File: src/rtl/uart_pkg.sv
// Shared UART constants: default data width, default FIFO depth and the occupancy width helper.
package uart_pkg;

    localparam int UART_W_DEFAULT          = 8;
    localparam int UART_DEPTH_LOG2_DEFAULT = 2;

    // The counter needs one more bit than the pointers so that DEPTH itself can be represented.
    function automatic int occ_width(input int depth_log2);
        return depth_log2 + 1;
    endfunction

endpackage

File: src/rtl/uart_fifo_ptr.sv
// Wrapping FIFO pointer. It wraps from 2**AW-1 back to 0 through natural overflow.
module uart_fifo_ptr #(
    parameter int AW = 2
) (
    input  logic          clk,
    input  logic          reset_n,
    input  logic          inc,
    output logic [AW-1:0] ptr
);

    always_ff @(posedge clk or negedge reset_n) begin
        if (!reset_n) begin
            ptr <= '0;
        end else if (inc) begin
            ptr <= ptr + AW'(1);
        end
    end

endmodule

File: src/rtl/uart_flag_fifo.sv
// Flag-style FIFO with first-word fall-through. flag means the head word is valid.
// The optional sticky overrun flag is built only when UART_FLAG_FIFO_OVR_EN is defined.
module uart_flag_fifo
    import uart_pkg::*;
#(
    parameter int W          = UART_W_DEFAULT,
    parameter int DEPTH_LOG2 = UART_DEPTH_LOG2_DEFAULT,
    parameter int AF_LEVEL   = (1 << DEPTH_LOG2) - 1
) (
    input  logic                                clk,
    input  logic                                reset_n,
    input  logic                                set_flag,
    input  logic                                clr_flag,
    input  logic [W-1:0]                        din,
    input  logic                                clr_overrun,
    output logic                                flag,
    output logic [W-1:0]                        dout,
    output logic                                full,
    output logic                                almost_full,
    output logic [occ_width(DEPTH_LOG2)-1:0]    count,
    output logic                                overrun
);

    localparam int             DEPTH   = 1 << DEPTH_LOG2;
    localparam int             CW      = occ_width(DEPTH_LOG2);
    localparam logic [CW-1:0]  DEPTH_C = CW'(DEPTH);
    localparam logic [CW-1:0]  AF_C    = CW'(AF_LEVEL);

    logic [W-1:0]          mem [DEPTH];
    logic [DEPTH_LOG2-1:0] wr_ptr;
    logic [DEPTH_LOG2-1:0] rd_ptr;
    logic                  push;
    logic                  pop;

    // Handshake: a push is taken when set_flag=1 and there is room, where a pop in the same
    // cycle frees a slot even when full; a pop is taken when clr_flag=1 and flag=1, and
    // clr_flag on an empty FIFO is ignored.
    assign pop  = clr_flag && flag;
    assign push = set_flag && (!full || pop);

    assign flag        = (count != '0);
    assign full        = (count == DEPTH_C);
    assign almost_full = (count >= AF_C);
    assign dout        = mem[rd_ptr];

    uart_fifo_ptr #(.AW(DEPTH_LOG2)) u_wr_ptr (
        .clk     (clk),
        .reset_n (reset_n),
        .inc     (push),
        .ptr     (wr_ptr)
    );

    uart_fifo_ptr #(.AW(DEPTH_LOG2)) u_rd_ptr (
        .clk     (clk),
        .reset_n (reset_n),
        .inc     (pop),
        .ptr     (rd_ptr)
    );

    // Storage is deliberately left unreset; only the pointers and the count define validity.
    always_ff @(posedge clk) begin
        if (push) begin
            mem[wr_ptr] <= din;
        end
    end

    always_ff @(posedge clk or negedge reset_n) begin
        if (!reset_n) begin
            count <= '0;
        end else if (push && !pop) begin
            count <= count + CW'(1);
        end else if (pop && !push) begin
            count <= count - CW'(1);
        end
    end

`ifdef UART_FLAG_FIFO_OVR_EN
    logic drop;
    assign drop = set_flag && full && !pop;

    // Set takes priority over a clear in the same cycle.
    always_ff @(posedge clk or negedge reset_n) begin
        if (!reset_n) begin
            overrun <= 1'b0;
        end else if (drop) begin
            overrun <= 1'b1;
        end else if (clr_overrun) begin
            overrun <= 1'b0;
        end
    end
`else
    logic unused_clr_overrun;
    assign unused_clr_overrun = clr_overrun;
    assign overrun            = 1'b0;
`endif

endmodule

File: config.mk
export PLATFORM = sky130hd
export DESIGN_NAME = uart_flag_fifo
export DESIGN_NICKNAME = d
export VERILOG_FILES = /design/src/rtl/uart_pkg.sv /design/src/rtl/uart_fifo_ptr.sv /design/src/rtl/uart_flag_fifo.sv
export SDC_FILE = /design/constraint.sdc
export NUM_CORES = 1
export LEC_CHECK = 0
export CORE_MARGIN = 2
export CORE_UTILIZATION = 45
export CTS_CLUSTER_SIZE = 20
export DETAILED_ROUTE_END_ITERATION = 10
export HOLD_SLACK_MARGIN = 0.12
export PLACE_DENSITY = 0.7
export SETUP_SLACK_MARGIN = 0.05
export SYNTH_ARGS = -nofsm -noshare
export SYNTH_HDL_FRONTEND = slang
export SYNTH_SLANG_ARGS = --single-unit
File: constraint.sdc
create_clock -name clk -period 3.4 [get_ports clk]
set_clock_uncertainty 0.05 [all_clocks]
set_input_delay 0.68 -clock clk [delete_from_list [all_inputs] [get_ports clk]]
set_output_delay 0.68 -clock clk [all_outputs]
set_load 0.02 [all_outputs]
Word-level counts from Yosys, hierarchy flattened
Memories as Yosys holds them, arrays and structs flattened.
Cells that the tools add are included.
{"block": "word_totals", "register_bits": 7, "ramBits": 32, "output_inout_bits": 15, "elab_cells": 24, "n_memories": 1}
{"memory": "mem", "words": 4, "width": 8, "read_ports": 1, "rd_clocked_by_memory_dff": 0, "wr": 1, "line": "uart_flag_fifo.sv:29", "source": "logic [W-1:0] mem [DEPTH];"}
{"block": "classes", "addsub": 4, "n_lt_le_gt_ge": 1, "n_eq_ne": 1, "muxes": 4, "reduce_logical": 10}
{"operator": "$mux 3", "count": 2}
{"operator": "$add 2x1->2 const B", "count": 2}
{"operator": "$logic_and 1x1->1", "count": 4}
{"operator": "$add 3x1->3 const B", "count": 1}
{"operator": "$eq 3x3->1 const B", "count": 1}
{"operator": "$ge 3x2->1 const B", "count": 1}
{"operator": "$logic_not 1->1", "count": 3}
{"operator": "$reduce_bool 3->1", "count": 1}
{"operator": "$sub 3x1->3 const B", "count": 1}
{"operator": "$mux 1", "count": 2}
{"operator": "$reduce_bool 2->1", "count": 1}
{"operator": "$logic_or 1x1->1", "count": 1}

Longest topological paths before layout
Gate-level depths: netlist of the first run.
{"block": "logic_depth", "ltp_word": 8, "mapped_depth": 8, "ltp_nobuf": 8}

Cells and area by module
Synthesis of the first run repeated with hierarchy kept, for this count alone.
{"block": "hier_totals", "hier_cells": 79, "area_unflattened_um2": 1557.7}
{"module": "uart_flag_fifo", "n_inst": 1, "cells_per_inst": 69, "area_per_inst_um2": 1415.1, "seq_area_each_um2": 1036.0}
{"module": "uart_fifo_ptr", "n_inst": 2, "cells_per_inst": 5, "area_per_inst_um2": 71.3, "seq_area_each_um2": 50.0}

Worst setup path after synthesis of the first run
OpenSTA, ideal clock, no wires.
{"block": "synth_timing", "path_type": "flip-flop to flip-flop", "startpoint": "register count[0]", "endpoint": "register count[2]", "setup_time_ps": 80, "t_arrival_ps": 2065, "required_ps": 3270, "slack_ps": 1205, "stages_incl_launch_ff": 9, "synth_period_minus_slack_ps": 2195, "cell_sequence": "dfrtp_1 -> or3_4 -> nand2_1 -> ha_1 -> inv_1 -> fa_1 -> xor2_1 -> nor2_1 -> xnor2_1"}
{"block": "synth_via", "elab_chain_len": 7, "elab_cells_between_ends": 15, "classes_between": "add/sub (2); eq/ne (1); mux (2); reduce/logical (10)"}
{"item": "from (decl)", "line": "uart_flag_fifo.sv:20", "source": "output logic [occ_width(DEPTH_LOG2)-1:0] count,"}
{"item": "from (signal assigned)", "line": "uart_flag_fifo.sv:71", "source": "count <= count + CW'(1);"}
{"item": "from (signal assigned)", "line": "uart_flag_fifo.sv:73", "source": "count <= count - CW'(1);"}
{"item": "$reduce_bool 3->1 (*)", "line": "uart_flag_fifo.sv:41", "source": "assign flag = (count != '0);"}
{"item": "net flag", "line": "uart_flag_fifo.sv:16", "source": "output logic flag,"}
{"item": "$logic_and 1x1->1 (*)", "line": "uart_flag_fifo.sv:38", "source": "assign pop = clr_flag && flag;"}
{"item": "$logic_or 1x1->1", "line": "uart_flag_fifo.sv:39", "source": "assign push = set_flag && (!full || pop);"}
{"item": "$logic_and 1x1->1", "line": "uart_flag_fifo.sv:39"}
{"item": "$logic_not 1->1", "line": "uart_flag_fifo.sv:72", "source": "end else if (pop && !push) begin"}
{"item": "$logic_and 1x1->1", "line": "uart_flag_fifo.sv:72"}
{"item": "$reduce_bool 2->1 (no line)"}
Mark *: on every way through the listed nets, which the timed path passes. The rest lies on a longest branch. The select of a mux whose other input is x is not followed.
A chain may end at the register's enable or synchronous reset.

Worst setup path after layout of the first run
{"block": "layout_timing", "startpoint": "register u_rd_ptr.ptr[0]", "endpoint": "output port dout[1]"}
{"block": "layout_via", "elab_chain_len": 1}
{"item": "from (decl)", "line": "uart_fifo_ptr.sv:8", "source": "output logic [AW-1:0] ptr"}
{"item": "from (signal assigned)", "line": "uart_fifo_ptr.sv:15", "source": "ptr <= ptr + AW'(1);"}
{"item": "$mem_v2 4x8"}
{"item": "to (decl)", "line": "uart_flag_fifo.sv:17", "source": "output logic [W-1:0] dout,"}
No other way between the ends.

==> results of run 1 <==
-- through the flow --
stage	instance area, um2	hold WS, ns	util (%)	setup slack (ns)
2_1_floorplan	1613	0.3344	-	1.205
3_3_place_gp	1904	0.5076	56.18	0.7545
3_5_place_dp	1904	0.5410	56.18	0.7078
4_1_cts	1981	0.5386	58.43	0.3982
5_1_grt	1981	0.5419	58.43	0.3267
6_report	1981	0.5289	58.43	0.4603
-- final cells by class --
type / count / area (um2) / share of cell area, %
flip-flops and latches: 39 / 1136 / 57.36
inverters: 5 / 18.77 / 0.9476
repair buffers: 25 / 250.2 / 12.63
clock inverters: 3 / 38.79 / 1.958
well taps: 46 / 57.56 / 2.906
multi-input cells: 35 / 441.7 / 22.30
clock buffers: 5 / 37.54 / 1.895
-- path summary, 6_finish.rpt --
path | from | endpoint | cells past startpoint
setup / recovery | u_rd_ptr.ptr[0] | dout[1] | 2
hold / removal | reset_n | count[1] | 1
setup reg to reg | count[0] | count[2] | 8
hold reg to reg | count[2] | count[2] | 2
max in group asynchronous | reset_n | u_rd_ptr.ptr[1] | 1
min in group clk | count[2] | count[2] | 2
-- report_power, final --
| group | internal [mW] | switching (mW) |
|---|---|---|
| Sequential | 0.644 | 0.120 |
| Clock | 0.151 | 0.140 |
| Combinational | 0.380 | 0.307 |
| Total | 1.18 | 0.567 |
-- layer usage --
layer | routed length, um | global-route usage [%]
met2 | 1213 | 22.01
met4 | 55 | 11.41
met3 | 136 | 4.049
met5 | 0 | 0
met1 | 994 | 15.53
-- flip-flops by register name, summed over array words and instances, names as in the netlist --
| register | count |
|---|---|
| u_wr_ptr.ptr | 2 |
| count | 3 |
| u_rd_ptr.ptr | 2 |
| mem | 32 |
-- cell families after synthesis --
group	synth area share (%)
AOI/OAI and AO/OA	1.164
xor gates and xnor gates	3.258
adders and majority gates	5.120
buffers and inverters	2.172
DFF	70.44
muxes	12.80
other	0.2325
and+or+nand+nor	4.809
-- worst max-delay path: cells and delay by family, from the launching register on --
kind / cells / cell delay, ns
flip-flops: 1 / 0.73
multiplexers: 1 / 0.59
buffers and inverters: 1 / 0.55
-- cells in the mapped netlist --
| master | n | area share, % |
|---|---|---|
| fa_1 | 1 | 1.2 |
| buf_2 | 1 | 0.31 |
| edfxtp_1 | 32 | 60 |
| xor2_1 | 1 | 0.54 |
| nand2_1 | 3 | 0.70 |
| mux2_2 | 1 | 0.70 |
| clkbuf_1 | 1 | 0.23 |
| dfrtp_1 | 7 | 11 |
| conb_1 | 1 | 0.23 |
| xnor2_1 | 5 | 2.7 |
| buf_4 | 1 | 0.47 |
| inv_1 | 5 | 1.2 |
| ha_1 | 5 | 3.9 |
| or3_4 | 1 | 0.70 |
| and2_2 | 2 | 0.93 |
| nand3_1 | 1 | 0.31 |
| and2_1 | 2 | 0.78 |
| nor3b_4 | 1 | 1.2 |
| mux2_4 | 1 | 0.93 |
| mux4_2 | 8 | 11 |
| a21boi_4 | 1 | 1.2 |
| nor2_1 | 1 | 0.23 |
==> flow_metrics.tcl, run 1 <==
set metrics [dict create \
    hpwlAfterDp_mm 1.686 \
    grtUsageTotal_pct 13.92 \
    drive_above_1_share_pct 19.64 \
    core_um2 3390 \
    slew_headroom_pct 60.34 \
    fillCellCount 258 \
    finalCriticalPeriod_ns 2.940 \
    crit_fanout 10 \
    first_pass_iters 4 \
    antenna_cells 0 \
    layout.nets 130 \
    clock_latency_ns 0.34 \
    drtAntennaViolNets 0 \
    grt_pass1_vias 786 \
    drc 0 \
    dieArea_um2 4079 \
    grt_pass1_wl_mm 3.877 \
    layout_commonest_cell "edfxtp_1" \
    synthCells 82 \
    power_density_nw_per_um2 879.8 \
    cts_resized 0 \
    slowest_delay_ns 0.73 \
    cp.required_ns 2.67 \
    yosysWarnings 0 \
    synth_nets 101 \
    cts_setup_buffers 0 \
    grt_max_degree 13 \
    avgSynthCellArea_um2 19.67 \
    critPathLaunchType "flip-flop" \
    wl_per_cell_um 15.19 \
    area_growth_pct 22.81 \
    vias 774 \
    endpoint_kind "primary output" \
    antenna_found_initial 0 \
    io_pins 28 \
    gp_congestion 0.7354 \
    clk_pin_slew_ns 0.10 \
    crit_slowest_cell "dfrtp_1" \
    final_cells 158 \
    status "finished, final reports clean" \
    path_class "flip-flop to primary output" \
    finalPower_mw 1.743 \
    slew_viol_final 0 \
    setup_viol 0 \
    cts_buffers 5 \
    fmax_mhz 340.2 \
    rsz0062_at_grt "no" \
    fin_crit_sh_pct 86.46 \
    clock-sinks 39 \
    cts_tree "yes" \
    power.leakage_nw 0.7097 \
    path_cells "mux4_2 -> clkdlybuf4s50_1" \
    hold_viol 0 \
    start_util_pct 47.58 \
    die_w_um 63.87 \
    arrival_ns 2.21 \
    r2r_setup_slack_ns 1.20 \
    cts_buffer_depth 2 \
    overflow 0 \
    dp_cells 150 \
    ys_ff_latch 39 \
    drt_iter0_markers 39 \
    cts_max_level 2 \
    worstHoldPathType "primary input to asynchronous set/reset pin" \
    ys_seq_area_share_pct 70.44 \
    clockRootBuffer "clkbuf_4" \
    ir_worst_vdd_mv 0.3520 \
    ctsHoldBuffers 0 \
    synth.distinct_cells 22 \
    layout_common_cells "edfxtp_1, clkdlybuf4s50_1, mux4_2, dfrtp_1" \
    tightest_slew_ns 0.5949 \
    via_per_inst 4.899 \
    fp-row-count 21 \
    tns_ns 0 \
    fp.dieH_um 63.87 \
    cap_violations 0 \
    io_buffers 25 \
    drt_wl_total_mm 2.400 \
    syn_area_um2 1613 \
]
Note: power is estimated with default switching activity, not from simulation.
==> run 2, diff against run 1 <==
Settings changed: PLACE_DENSITY 0.7 to 0.72.
Clock period 3.4 ns to 2.4 ns, I/O delays scaled along.
==> run 2 against run 1 <==
Compared with the run above: worst hold slack lost 0.18 ns; routed wire length about the same; register-to-register slack worse by 0.93 ns; critical path depth is the same; setup slack worse by 0.35 ns; total power up 37%; via count grew 3.4%; count of clock-buffer cells in the layout unchanged; sequential share of layout area is 0.93 points lower; utilization rose by 0.96 points; first-iteration DRC count increased by 2.6%; sequential power rose by 34%; largest cell class unchanged.
==> flow_metrics.tcl, run 2 (synthesis gave the netlist of run 1 again) <==
set metrics [dict create \
    status "finished, final reports clean" \
    setup_viol 0 \
    grt_max_degree 14 \
    path_delay_family "buffers and inverters" \
    clockRootBuffer "clkbuf_4" \
    io_pins 28 \
    clock-sinks 39 \
    arrival_ns 1.76 \
    endpoint_kind "primary output" \
    gp_congestion 0.6913 \
    rsz0062_at_grt "no" \
    grtUsageTotal_pct 14.05 \
    largest_reg_flops 32 \
    cts_tree "yes" \
    crit_fanout 6 \
    finalPower_mw 2.387 \
    timing.critical_path.buf_inv 1 \
    area_growth_pct 24.83 \
    core_um2 3390 \
    cp.required_ns 1.87 \
    reg.largest.list "mem: 32 flops, count: 3 flops" \
    tns_ns 0 \
    drc 0 \
    wl_per_cell_um 14.73 \
    layout_commonest_cell "edfxtp_1" \
    grt_pass1_wl_mm 3.988 \
    drt_wl_total_mm 2.401 \
    hold_viol 0 \
    drive_above_1_share_pct 23.93 \
    hpwlAfterDp_mm 1.764 \
    grt_pass1_vias 848 \
    slew_viol_final 0 \
    clk_pin_slew_ns 0.11 \
    fp.dieH_um 63.87 \
    vias 800 \
    cts_max_level 2 \
    drt_iter0_markers 40 \
    via_per_inst 4.908 \
    layout.nets 135 \
    preCtsSetupSlack_ns 0.06461 \
    cts_resized 9 \
    drtAntennaViolNets 0 \
    cap_violations 0 \
    ir_worst_vdd_mv 0.5394 \
    dieArea_um2 4079 \
    ctsHoldBuffers 0 \
    cts_setup_buffers 0 \
    die_w_um 63.87 \
    start_util_pct 47.58 \
    critPathLaunchType "flip-flop" \
    slowest_delay_ns 0.56 \
    fmax_mhz 437.5 \
    path_class "flip-flop to primary output" \
    io_buffers 25 \
    overflow 0 \
    fp-row-count 21 \
    cts_buffer_depth 2 \
    power.leakage_nw 0.7418 \
    antenna_found_initial 0 \
    largest_register "mem" \
    cts_buffers 5 \
    worstHoldPathType "primary input to asynchronous set/reset pin" \
    clock_latency_ns 0.34 \
    fin_crit_sh_pct 95.24 \
    layout_common_cells "edfxtp_1, clkdlybuf4s50_1, dlygate4sd2_1, mux4_2, dfrtp_1" \
    crit_slowest_cell "clkdlybuf4s50_1" \
    finalCriticalPeriod_ns 2.286 \
    power_density_nw_per_um2 1186 \
    first_pass_iters 4 \
    path_cells "or3_4 -> clkdlybuf4s50_1" \
    setup_slack_ns 0.1143 \
    antenna_cells 0 \
]
[run 2: final timing paths]
check	from	to	slack [ns]	cells past startpoint
worst max-delay path	count[1]	flag	0.11	2
worst min-delay path	reset_n	count[2]	0.35	1
worst max register to register	count[1]	count[2]	0.27	8
worst min register to register	u_wr_ptr.ptr[1]	u_wr_ptr.ptr[1]	0.54	1
max in group asynchronous	reset_n	u_rd_ptr.ptr[0]	1.70	1
min in group clk	u_wr_ptr.ptr[1]	u_wr_ptr.ptr[1]	0.54	1
[run 2: stage by stage]
step | hold WS (ns) | instances | utilization (%) | instance area [um2]
4_1_cts | 0.3438 | 163 | 59.39 | 2013
2_1_floorplan | 0.1344 | 82 | - | 1613
5_1_grt | 0.3642 | 163 | 59.39 | 2013
3_3_place_gp | 0.5063 | 155 | 58.03 | 1967
3_5_place_dp | 0.5195 | 155 | 58.03 | 1967
6_report | 0.3460 | 163 | 59.39 | 2013
[run 2: layer usage]
metal	global-route usage, %	part of all wire, %
met1	15.33	40
met5	0	0
met2	23.57	53
met3	3.345	3.5
met4	10.60	3.2
[run 2: cell type report]
type | instances | area, um2
clock inverters | 3 | 20.02
inverters | 5 | 18.77
multi-input cells | 35 | 441.7
flip-flops and latches | 39 | 1136
repair buffers | 30 | 301.5
well taps | 46 | 57.56
clock buffers | 5 | 37.54
fillers | 259 | 1376
[run 2: report_power, final]
group / leakage (nW) / internal [mW] / switching, mW
logic: 0.339 / 0.541 / 0.505
registers: 0.375 / 0.913 / 0.107
clock network: 0.0272 / 0.112 / 0.208
[run 2: worst register-to-register path, cell delays in order (launching register included)]
cell and delay, ns:
dfrtp_1 0.49, or3_4 0.37, nand2_1 0.13, ha_1 0.20
inv_1 0.06, fa_1 0.37, xor2_1 0.15, nor2_1 0.11
xnor2_1 0.12
==> run 3, diff against run 2 <==
Settings changed: TNS_END_PERCENT from default to 50.
==> results of run 3 <==
Final layout, timing and power as in run 2 (identical DEF).
